===== src/rtl/rpc_match_ctrl.sv =====
// rpc_match_ctrl: rock-paper-scissors match sequencer with per-round judging and match scoring
// Ports:
//   clk, rst_n                 clock, synchronous active-low reset
//   start                      begin a match (honoured in IDLE and DONE only)
//   inA_valid/inA/inA_ready    player A one-hot move handshake (bit0 rock, bit1 paper, bit2 scissors)
//   inB_valid/inB/inB_ready    player B, same as A
//   busy                       match in progress
//   round_done, tie/winA/winB  one-cycle round result
//   scoreA, scoreB, round_cnt  running wins and completed rounds
//   match_done, match_win*/tie match outcome level
module rpc_match_ctrl #(
  parameter int ROUNDS_TO_WIN = 3,
  parameter int MAX_ROUNDS    = 9,
  parameter int TIMEOUT       = 200
) (
  input  logic       clk,
  input  logic       rst_n,
  input  logic       start,
  input  logic       inA_valid,
  input  logic [2:0] inA,
  output logic       inA_ready,
  input  logic       inB_valid,
  input  logic [2:0] inB,
  output logic       inB_ready,
  output logic       busy,
  output logic       round_done,
  output logic       tie,
  output logic       winA,
  output logic       winB,
  output logic [3:0] scoreA,
  output logic [3:0] scoreB,
  output logic [3:0] round_cnt,
  output logic       match_done,
  output logic       match_winA,
  output logic       match_winB,
  output logic       match_tie
);
  typedef enum logic [2:0] {IDLE, COLLECT, JUDGE, RESULT, DONE} state_e;
  state_e state_q, state_d;
  logic cap_a_q, cap_a_d, cap_b_q, cap_b_d;
  logic rdy_a_q, rdy_a_d, rdy_b_q, rdy_b_d;
  logic [2:0] move_a_q, move_a_d, move_b_q, move_b_d;
  logic [7:0] tcnt_q, tcnt_d;
  logic [3:0] score_a_q, score_a_d, score_b_q, score_b_d, rcnt_q, rcnt_d;
  // {tie, winA, winB} of the last judged round
  logic [2:0] res_q, res_d;
  logic acc_a, acc_b, val_a, val_b, beat_a, beat_b, tmo, ra, rb;
  logic [8:0] tnext;
  always_ff @(posedge clk) begin
    if (!rst_n) begin
      state_q   <= IDLE;
      cap_a_q   <= 1'b0;
      cap_b_q   <= 1'b0;
      rdy_a_q   <= 1'b0;
      rdy_b_q   <= 1'b0;
      move_a_q  <= '0;
      move_b_q  <= '0;
      tcnt_q    <= '0;
      score_a_q <= '0;
      score_b_q <= '0;
      rcnt_q    <= '0;
      res_q     <= '0;
    end else begin
      state_q   <= state_d;
      cap_a_q   <= cap_a_d;
      cap_b_q   <= cap_b_d;
      rdy_a_q   <= rdy_a_d;
      rdy_b_q   <= rdy_b_d;
      move_a_q  <= move_a_d;
      move_b_q  <= move_b_d;
      tcnt_q    <= tcnt_d;
      score_a_q <= score_a_d;
      score_b_q <= score_b_d;
      rcnt_q    <= rcnt_d;
      res_q     <= res_d;
    end
  end
  // A move counts only if it was captured and is exactly one-hot; a missing move after timeout is invalid
  assign val_a  = cap_a_q && (move_a_q == 3'b001 || move_a_q == 3'b010 || move_a_q == 3'b100);
  assign val_b  = cap_b_q && (move_b_q == 3'b001 || move_b_q == 3'b010 || move_b_q == 3'b100);
  assign beat_a = (move_a_q == 3'b001 && move_b_q == 3'b100) || (move_a_q == 3'b010 && move_b_q == 3'b001) ||
                  (move_a_q == 3'b100 && move_b_q == 3'b010);
  assign beat_b = (move_b_q == 3'b001 && move_a_q == 3'b100) || (move_b_q == 3'b010 && move_a_q == 3'b001) ||
                  (move_b_q == 3'b100 && move_a_q == 3'b010);
  assign ra     = (val_a && val_b) ? beat_a : (val_a && !val_b);
  assign rb     = (val_a && val_b) ? beat_b : (val_b && !val_a);
  assign acc_a  = rdy_a_q && inA_valid;
  assign acc_b  = rdy_b_q && inB_valid;
  // Fires on the TIMEOUT-th COLLECT cycle so COLLECT lasts exactly TIMEOUT cycles
  assign tnext  = {1'b0, tcnt_q} + 9'd1;
  assign tmo    = (TIMEOUT != 0) && (tnext == 9'(TIMEOUT));
  always_comb begin
    state_d   = state_q;
    cap_a_d   = cap_a_q;
    cap_b_d   = cap_b_q;
    move_a_d  = move_a_q;
    move_b_d  = move_b_q;
    tcnt_d    = tcnt_q;
    score_a_d = score_a_q;
    score_b_d = score_b_q;
    rcnt_d    = rcnt_q;
    res_d     = res_q;
    case (state_q)
      IDLE, DONE: if (start) begin
        state_d   = COLLECT;
        cap_a_d   = 1'b0;
        cap_b_d   = 1'b0;
        tcnt_d    = '0;
        score_a_d = '0;
        score_b_d = '0;
        rcnt_d    = '0;
      end
      COLLECT: begin
        tcnt_d   = tcnt_q + 8'd1;
        cap_a_d  = cap_a_q || acc_a;
        cap_b_d  = cap_b_q || acc_b;
        move_a_d = acc_a ? inA : move_a_q;
        move_b_d = acc_b ? inB : move_b_q;
        state_d  = ((cap_a_d && cap_b_d) || tmo) ? JUDGE : COLLECT;
      end
      JUDGE: begin
        res_d     = {!ra && !rb, ra, rb};
        score_a_d = score_a_q + {3'b000, ra};
        score_b_d = score_b_q + {3'b000, rb};
        rcnt_d    = rcnt_q + 4'd1;
        state_d   = RESULT;
      end
      RESULT: begin
        state_d = (score_a_q == 4'(ROUNDS_TO_WIN) || score_b_q == 4'(ROUNDS_TO_WIN) ||
                   rcnt_q == 4'(MAX_ROUNDS)) ? DONE : COLLECT;
        cap_a_d = 1'b0;
        cap_b_d = 1'b0;
        tcnt_d  = '0;
      end
      default: state_d = IDLE;
    endcase
  end
  // Ready is registered: it reflects the state and capture flags being entered
  assign rdy_a_d = (state_d == COLLECT) && !cap_a_d;
  assign rdy_b_d = (state_d == COLLECT) && !cap_b_d;
  always_comb begin
    inA_ready  = rdy_a_q;
    inB_ready  = rdy_b_q;
    busy       = state_q != IDLE && state_q != DONE;
    round_done = state_q == RESULT;
    tie        = round_done && res_q[2];
    winA       = round_done && res_q[1];
    winB       = round_done && res_q[0];
    scoreA     = score_a_q;
    scoreB     = score_b_q;
    round_cnt  = rcnt_q;
    match_done = state_q == DONE;
    // Only one score can reach ROUNDS_TO_WIN, and it is then strictly the higher one
    match_winA = match_done && score_a_q > score_b_q;
    match_winB = match_done && score_b_q > score_a_q;
    match_tie  = match_done && score_a_q == score_b_q;
  end
endmodule

===== config.mk =====
export PLATFORM = sky130hd
export DESIGN_NAME = rpc_match_ctrl
export DESIGN_NICKNAME = d
export VERILOG_FILES = /design/src/rtl/rpc_match_ctrl.sv
export SDC_FILE = /design/constraint.sdc
export NUM_CORES = 1
export LEC_CHECK = 0
export ABC_AREA = 0
export BUFFER_PORTS_ARGS = -buffer_cell sky130_fd_sc_hd__buf_2
export CORE_MARGIN = 8
export CORE_UTILIZATION = 55
export DETAILED_ROUTE_END_ITERATION = 12
export PLACE_DENSITY = 0.81
export REMOVE_ABC_BUFFERS = 1
export SLEW_MARGIN = 10
export SYNTH_ARGS = -nofsm -noshare
export SYNTH_HDL_FRONTEND = slang
export SYNTH_SLANG_ARGS = --single-unit

===== constraint.sdc =====
create_clock -name clk -period 2.7 [get_ports clk]
set_input_delay 0 -clock clk [delete_from_list [all_inputs] [get_ports clk]]
set_output_delay 0 -clock clk [all_outputs]
set_load 0.01 [all_outputs]

== Yosys cells after proc, flatten, opt, wreduce, memory -nomap -nowiden ==
Cells that the tools add are included.
W data, S select, Z words.
Word-level totals
  bits of input ports: 11
  logic and storage cells: 105
  register bits: 36
  output and inout bits: 23
Cells by class
  add/subtract/negate cells: 5
  reductions and logical operators: 52
  mux-type cells: 16
  equality and inequality tests: 18
  order comparisons: 2
Operator list (count)
  $logic_and A1 B1 Y1: 24
  $pmux W4 S2: 3
  $pmux W8 S3: 1
  $logic_or A1 B1 Y1: 13
  $eq A3 B1 Y1 const B: 4
  $eq A3 B2 Y1 const B: 4
  $pmux W3 S4: 1
  $add A8 B1 Y9 const B: 1
  $eq A3 B3 Y1 const B: 3
  $eq A9 B8 Y1 const B: 1
  $add A4 B1 Y4: 2
  $add A8 B1 Y8 const B: 1
  $eq A4 B2 Y1 const B: 2
  $gt A4 B4 Y1: 2
  $mux W8: 1
  $reduce_and A2 Y1: 4
  $logic_not A1 Y1: 6
  $mux W3: 2
  $pmux W1 S3: 2
  $reduce_bool A3 Y1: 2
  $add A4 B1 Y4 const B: 1
  $eq A4 B4 Y1: 1
  $eq A4 B4 Y1 const B: 1
  $mux W1: 4
  other kinds (7): 7

== Logic depth before layout (Yosys ltp) ==
Gate-level depths: netlist (run 1).
  word-level depth: 9
  depth in mapped cells: 10
  mapped depth without buffers: 9

== Worst setup path before layout (run 1) ==
OpenSTA, ideal clock, no wires.
  path kind: register -> register
  start point: register move_a_q[1]
  end point: register score_b_q[1] (netlist: scoreB[1])
  period minus slack after synthesis: 2.007 ns
  required time: 2.572 ns
  setup time: 0.128 ns
  cell stages (with the launch flop): 10
  buffers on the path: 1
  path slack: 0.693 ns
  arrival: 1.879 ns
  cell sequence: dfxtp_1 > buf_2 > or4bb_1 > a211oi_1 > nor3_1 > nor2_1 > ha_1 > ha_1 > a22oi_1 > nor2_1
On the way
  word-level cells in the longest chain between the ends: 9
  elaborated cells on any way between the ends: 17
  those cells by class: add/sub (1); eq/ne (3); mux (2); reduce/logical (11)
RTL lines
  start: declaration: RTL line 42  | logic [2:0] move_a_q, move_a_d, move_b_q, move_b_d;
  start signal: assignment: RTL line 69  | move_a_q <= move_a_d;
  $eq A3 B1 Y1 / $eq A3 B2 Y1 (equally long branches): RTL line 79, 83, 84
  $logic_or A1 B1 Y1 (2 in a row): RTL line 79  | assign val_a = cap_a_q && (move_a_q == 3'b001 || move_a_q == 3'b010 || move_a_q == 3'b100);
  $logic_and A1 B1 Y1: RTL line 79
  $logic_not A1 Y1: RTL line 86  | assign rb = (val_a && val_b) ? beat_b : (val_b && !val_a);
  $logic_and A1 B1 Y1: RTL line 86
  $mux W1 (*): RTL line 86
  named net rb: RTL line 47  | logic acc_a, acc_b, val_a, val_b, beat_a, beat_b, tmo, ra, rb;
  $add A4 B1 Y4 (*): RTL line 124  | score_b_d = score_b_q + {3'b000, rb};
  $pmux W4 S2 (*): RTL line 103  | case (state_q)
  end signal: assignment: RTL line 73  | score_b_q <= score_b_d;
  end: declaration: RTL line 44  | logic [3:0] score_a_q, score_a_d, score_b_q, score_b_d, rcnt_q, rcnt_d;
Mark *: on every way through the listed nets, which the timed path passes. The rest lies on a longest branch.
A chain may end at the register's enable or synchronous reset.

== Final worst setup path (run 1) ==
  start point: register move_b_q[1]
  end point: register score_b_q[1] (netlist: scoreB[1])
On the way
  word-level cells in the longest chain between the ends: 8
  elaborated cells on any way between the ends: 16
  those cells by class: add/sub (1); eq/ne (3); mux (2); reduce/logical (10)
RTL lines
  start: declaration: RTL line 42
  start signal: assignment: RTL line 70  | move_b_q <= move_b_d;
  $eq A3 B1 Y1 / $eq A3 B2 Y1 (equally long branches): RTL line 80, 83
  $logic_or A1 B1 Y1 (2 in a row): RTL line 80  | assign val_b = cap_b_q && (move_b_q == 3'b001 || move_b_q == 3'b010 || move_b_q == 3'b100);
  $logic_and A1 B1 Y1: RTL line 80
  $logic_and A1 B1 Y1: RTL line 86
  $mux W1 (*): RTL line 86
  named net rb: RTL line 47
  $add A4 B1 Y4 (*): RTL line 124
  $pmux W4 S2 (*): RTL line 103
Marked as above.

==> results.toml, run 1 <==
[outcome]
outcome = "complete, no violations"

[worst_setup_path]
critical_path.endpoint = "scoreB[1]"
timing.rr.end = "scoreB[1]"
cp.arrival_ps = 2460
reg2reg_slack_ps = 470
start_kind = "flip-flop"
crit_fanout = 8
crit_start = "move_b_q[1]"
crit_path_end_kind = "flip-flop"
critPathKind = "reg2reg"
reg2reg_depth = 8
cp.required_ps = 2930
r2r_start = "move_b_q[1]"

[power_and_ir_drop]
switchingPower_mw = 0.254
powerDensity_nw_per_um2 = 439
ir_drop_v = 0.000322
intPower_mw = 0.772
combPwrFrac = 0.089
leakagePower_nw = 1.00
p_sw_frac = 0.248
power_frac_seq = 0.537
clock_power_share = 0.374

[synth]
yosysWarningCount = 0
synthesis.area_sq_um = 1990
synthDistinctLibCells = 46
synth_top_area_cell = "dfxtp_1"
synth_top_area_share = 0.362
ys_ff_latch = 36
yosysSeqAreaShare = 0.362
yosys-top-cells-area = "dfxtp_1 (36%), nor2_1 (7.9%), ha_1 (6.9%)"
synthArstFlopShare = 0
synth_edf_count = 0
avgSynthCellArea_sq_um = 8.14
syn_inst = 245
yosys_most_used_dff = "dfxtp_1"

[global_routing]
overflow = 0
grt_first_pass_wirelength_mm = 7.73
grt_max_degree = 25
antenna_found_initial = 0
grt_usage = 0.155
grt_pass1_vias = 1757

[route]
drt-initial-drc-count = 102
vias = 1838
vias_per_cell = 5.55
remaining_drc_errors = 0
ant_nets = 0
drt-total-wl_mm = 4.45
first_pass_iters = 5
wire_per_inst_microns = 13.4

[placement]
dpl.hpwl_mm = 3.26
dp.cells = 315
portBuffers = 33
dp_slack_ps = 526
gp_congestion = 0.812

[clocking]
path_clk_slew_ps = 120
numCtsBuffers = 5
cts_max_level = 2
clock_path_buffers = 2
cts.sinks = 36
ctsResizeCount = 0
cts-root-buf = "clkbuf_4"
cts_tree = "yes"
clk_latency_ps = 360

[floorplan]
initial_core_util = 0.557
ioPinCount = 34
row_count = 22
core_area_sq_um = 3580
die_w_microns = 76.2
die-area_sq_um = 5810
die_h_microns = 76.2

[cells_and_area]
fin_cells = 331
layout.nets = 304
antennaDiodeCount = 0
areaGrowthSynthToFinish_pct = 17.1
fillers = 306
drive_gt1_frac = 0.159

[hold_path]
hold_path_depth = 5
hold_class = "in2reg"

[timing]
max_freq_mhz = 449
clock_skew_ps = 13.3
fin_setup_tns_ps = 0
fin_crit_ps = 2230
hold_viol_final = 0
timing.hold.ws_ps = 163
setup_viol = 0
layout_setup_ws_ps = 472
drv_slew = 0
slew-limit-headroom = 0.505
rsz0062_at_grt = "no"
worst_pin_slew_ps = 742
period_share = 0.825

[job]
cap_violations = 0
==> through the flow <==
step / power, mW / utilization / instance area (sq um)
floorplan: 0.615 / - / 1950
global placement: 0.644 / 0.608 / 2170
detailed placement: 0.646 / 0.608 / 2170
CTS: 1.03 / 0.652 / 2330
global route: 1.07 / 0.652 / 2330
finish: 1.03 / 0.652 / 2330
==> timing repair <==
item	CTS	global route
hold buffers	8	0
endpoints found under the hold margin	15	0
setup endpoints to repair	0	0
setup buffers	0	0
==> cell usage after synthesis, types with 5 or more instances <==
library cell and number:
nand2_1 15, dfxtp_1 36, nand2b_1 6, inv_1 9
nor2_1 42, a21oi_1 18, clkbuf_1 9, ha_1 11
o21ai_0 11, and3_1 5, nand3_1 7, and2_1 9
a22oi_1 5, mux2i_1 7, xor2_1 6
==> cell type report <==
type                            count  area (sq um)  area share
Multi-Input combinational cell    189          1190       0.512
Clock buffer                        5          37.5      0.0161
Inverter                            9          33.8      0.0145
Clock inverter                      3          42.5      0.0182
Sequential cell                    36           721       0.309
Timing Repair Buffer               41           245       0.105
Tap cell                           48          60.1      0.0257
==> sequential cells by signal, summed over array words and instances, names as in the netlist, 3 cells and up <==
| name | cells |
|---|---|
| round_cnt | 4 |
| tcnt_q | 8 |
| move_a_q | 3 |
| res_q | 3 |
| state_q | 3 |
| scoreA | 4 |
| move_b_q | 3 |
| scoreB | 4 |
==> power by group through the flow <==
stage	Sequential, mW	Clock, mW	Combinational (mW)
finish	0.551	0.383	0.0910
global route	0.554	0.414	0.102
CTS	0.551	0.392	0.0913
detailed placement	0.563	0	0.0826
global placement	0.563	0	0.0818
floorplan	0.562	0	0.0527
==> worst min path at each step <==
stage	start	end	slack, ps
3_5_place_dp	inB[0]	move_b_q[0]	240
5_1_grt	inA_valid	move_a_q[0]	190
6_report	inA_valid	state_q[0]	160
3_3_place_gp	inA[2]	move_a_q[2]	230
2_1_floorplan	rst_n	cap_a_q	120
4_1_cts	inA_valid	state_q[0]	170
==> logic make-up after synthesis <==
logic type | synth area share
AOI/OAI and AO/OA | 0.172
and+or+nand+nor | 0.293
muxes | 0.0352
xor gates and xnor gates | 0.0308
adders and majority gates | 0.0691
buffers and inverters | 0.0389
DFF | 0.362
==> cells in the final DEF (no fill, tap or decap), types with 2 or more instances in the layout <==
| cell | n |
|---|---|
| a211oi_1 | 3 |
| a21o_1 | 3 |
| a21oi_1 | 18 |
| a22oi_1 | 5 |
| a311oi_1 | 2 |
| and2_1 | 9 |
| and3_1 | 5 |
| and4_1 | 2 |
| buf_2 | 33 |
| clkbuf_4 | 5 |
| dfxtp_1 | 36 |
| dlygate4sd3_1 | 8 |
| ha_1 | 11 |
| inv_1 | 9 |
| mux2i_1 | 7 |
| nand2_1 | 15 |
| nand2b_1 | 6 |
| nand3_1 | 7 |
| nand3b_1 | 2 |
| nand4bb_1 | 2 |
| nor2_1 | 42 |
| nor2b_1 | 2 |
| nor3_1 | 4 |
| nor4_1 | 3 |
| o211ai_1 | 3 |
| o21ai_0 | 11 |
| or4bb_1 | 2 |
| xor2_1 | 6 |
==> layer usage <==
layer | track usage | routed length, microns
met5 | 0 | 0
met4 | 0.0404 | 51
met3 | 0.0507 | 224
met2 | 0.264 | 2090
met1 | 0.183 | 2090
==> worst max-delay path, stage by stage, from the launching register on <==
cell      delay, ps
dfxtp_1         480
or4bb_1         520
a211oi_1        250
nor3_1          110
nor2_1          120
ha_1            170
ha_1            230
a22oi_1         170
nor2_1           60
Note: power is estimated with default switching activity, not from simulation.
==> run 2, diff against run 1 <==
--- a/config.mk
+++ b/config.mk
@@ -8,9 +8,9 @@
 export ABC_AREA = 0
 export BUFFER_PORTS_ARGS = -buffer_cell sky130_fd_sc_hd__buf_2
 export CORE_MARGIN = 8
-export CORE_UTILIZATION = 55
+export CORE_UTILIZATION = 50
 export DETAILED_ROUTE_END_ITERATION = 12
-export PLACE_DENSITY = 0.81
+export PLACE_DENSITY = 0.78
 export REMOVE_ABC_BUFFERS = 1
 export SLEW_MARGIN = 10
 export SYNTH_ARGS = -nofsm -noshare
==> constraint.sdc (replaced) <==
create_clock -name clk -period 1.9 [get_ports clk]
set_input_delay 0 -clock clk [delete_from_list [all_inputs] [get_ports clk]]
set_output_delay 0 -clock clk [all_outputs]
set_load 0.01 [all_outputs]
==> results.toml, run 2 (synthesis gave the netlist of run 1 again) <==
[route]
drt-initial-drc-count = 66
remaining_drc_errors = 0
wire_per_inst_microns = 15.6
vias = 2038
ant_nets = 0
first_pass_iters = 4
vias_per_cell = 5.72
drt-total-wl_mm = 5.55

[global_routing]
grt_pass1_vias = 1862
grt_first_pass_wirelength_mm = 8.61
overflow = 0
grt_usage = 0.172
antenna_found_initial = 0
grt_max_degree = 25

[timing]
drv_slew = 0
hold_viol_final = 0
period_share = 1.16
max_freq_mhz = 454
rsz0062_at_grt = "yes"
clock_skew_ps = 3.39
slew-limit-headroom = 0.483
fin_crit_ps = 2200
layout_setup_ws_ps = -304
worst_pin_slew_ps = 775
setup_viol = 8
timing.hold.ws_ps = 62.6
fin_setup_tns_ps = -1510

[clocking]
cts-root-buf = "clkbuf_8"
clk_latency_ps = 300
cts_max_level = 2
cts_tree = "yes"
path_clk_slew_ps = 70
cts.sinks = 36
numCtsBuffers = 5
clock_path_buffers = 2

[cells_and_area]
final_cell_mix = "nor2_1 (42), buf_2 (33), dfxtp_1 (32), buf_4 (24), a21oi_1 (17)"
largest_reg_flops = 8
mostFrequentLayoutCell = "nor2_1"
antennaDiodeCount = 0
finish.utilization = 0.677
design_area_sq_um = 2650
fillers = 335
layout.nets = 327
largest_register = "tcnt_q"
areaGrowthSynthToFinish_pct = 33.0
drive_gt1_frac = 0.288
fin_cells = 356

[worst_setup_path]
cp.required_ps = 2060
start_kind = "flip-flop"
critical_path.endpoint = "scoreB[1]"
r2r_start = "move_a_q[0]"
crit_fanout = 5
crit_start = "move_a_q[0]"
timing.rr.end = "scoreB[1]"
critPathKind = "reg2reg"
reg2reg_depth = 8
cp.arrival_ps = 2370
crit_path_end_kind = "flip-flop"
reg2reg_slack_ps = -300

[placement]
dp.cells = 336
dp_slack_ps = -207
dpl.hpwl_mm = 3.58
placed_cell_area_sq_um = 2320
gp_congestion = 0.851
portBuffers = 33

[power_and_ir_drop]
p_total_mw = 1.69
powerDensity_nw_per_um2 = 636
ir_drop_v = 0.000610
leakagePower_nw = 1.15

[floorplan]
row_count = 23
core_area_sq_um = 3910
die_h_microns = 79.1
die-area_sq_um = 6260
die_w_microns = 79.1
ioPinCount = 34
initial_core_util = 0.509

[outcome]
outcome = "complete, but fails checks"
violations = "negative setup slack"

[job]
cap_violations = 0

[hold_path]
hold_class = "in2reg"
-- run 2: metal layers --
| metal | track usage | vias to the layer above | wire length [microns] |
|---|---|---|---|
| li1 | - | 998 | - |
| met1 | 0.178 | 981 | 2240 |
| met2 | 0.311 | 43 | 2900 |
| met3 | 0.0463 | 16 | 179 |
| met4 | 0.0815 | 0 | 235 |
| met5 | 0 | - | 0 |
-- run 2: power breakdown --
group          leakage, nW  internal (mW)  total (mW)  switching [mW]
logic                0.793         0.0662       0.151          0.0843
registers            0.294          0.765       0.780          0.0149
clock network       0.0645          0.463       0.755           0.292
total                 1.15           1.29        1.69           0.391
-- run 2: worst min-delay path by stage --
stage                start            to  slack (ps)  cells past startpoint
finish               rst_n     scoreB[3]          60                      3
global route         rst_n     scoreB[3]          60                      3
CTS                  rst_n  round_cnt[3]          40                      3
detailed placement  inB[1]   move_b_q[1]         240                      3
global placement    inB[0]   move_b_q[0]         230                      3
floorplan            rst_n       cap_a_q         120                      1
-- run 2: cell type report --
cell class,instances,area [sq um],area share
Multi-Input combinational cell,189,1280,0.483
Sequential cell,36,731,0.276
Timing Repair Buffer,64,417,0.157
Clock inverter,1,30.0,0.0113
Clock buffer,7,96.3,0.0364
Inverter,9,33.8,0.0127
Tap cell,50,62.6,0.0236
-- run 2: critical path: stages (launching register included) --
cell	delay, ps
dfxtp_2	380
or4bb_1	560
a211oi_2	270
nor3_2	80
nor2_1	140
ha_2	210
ha_1	230
a22oi_1	140
nor2_1	60
-- run 2: repair_timing --
item | in CTS | in global routing
hold buffers | 6 | 0
endpoints found under the hold margin | 6 | 0
buffers inserted | 2 | 5
setup endpoints to repair | 8 | 13
gates resized for setup | 14 | 12
pin swaps | 4 | 10
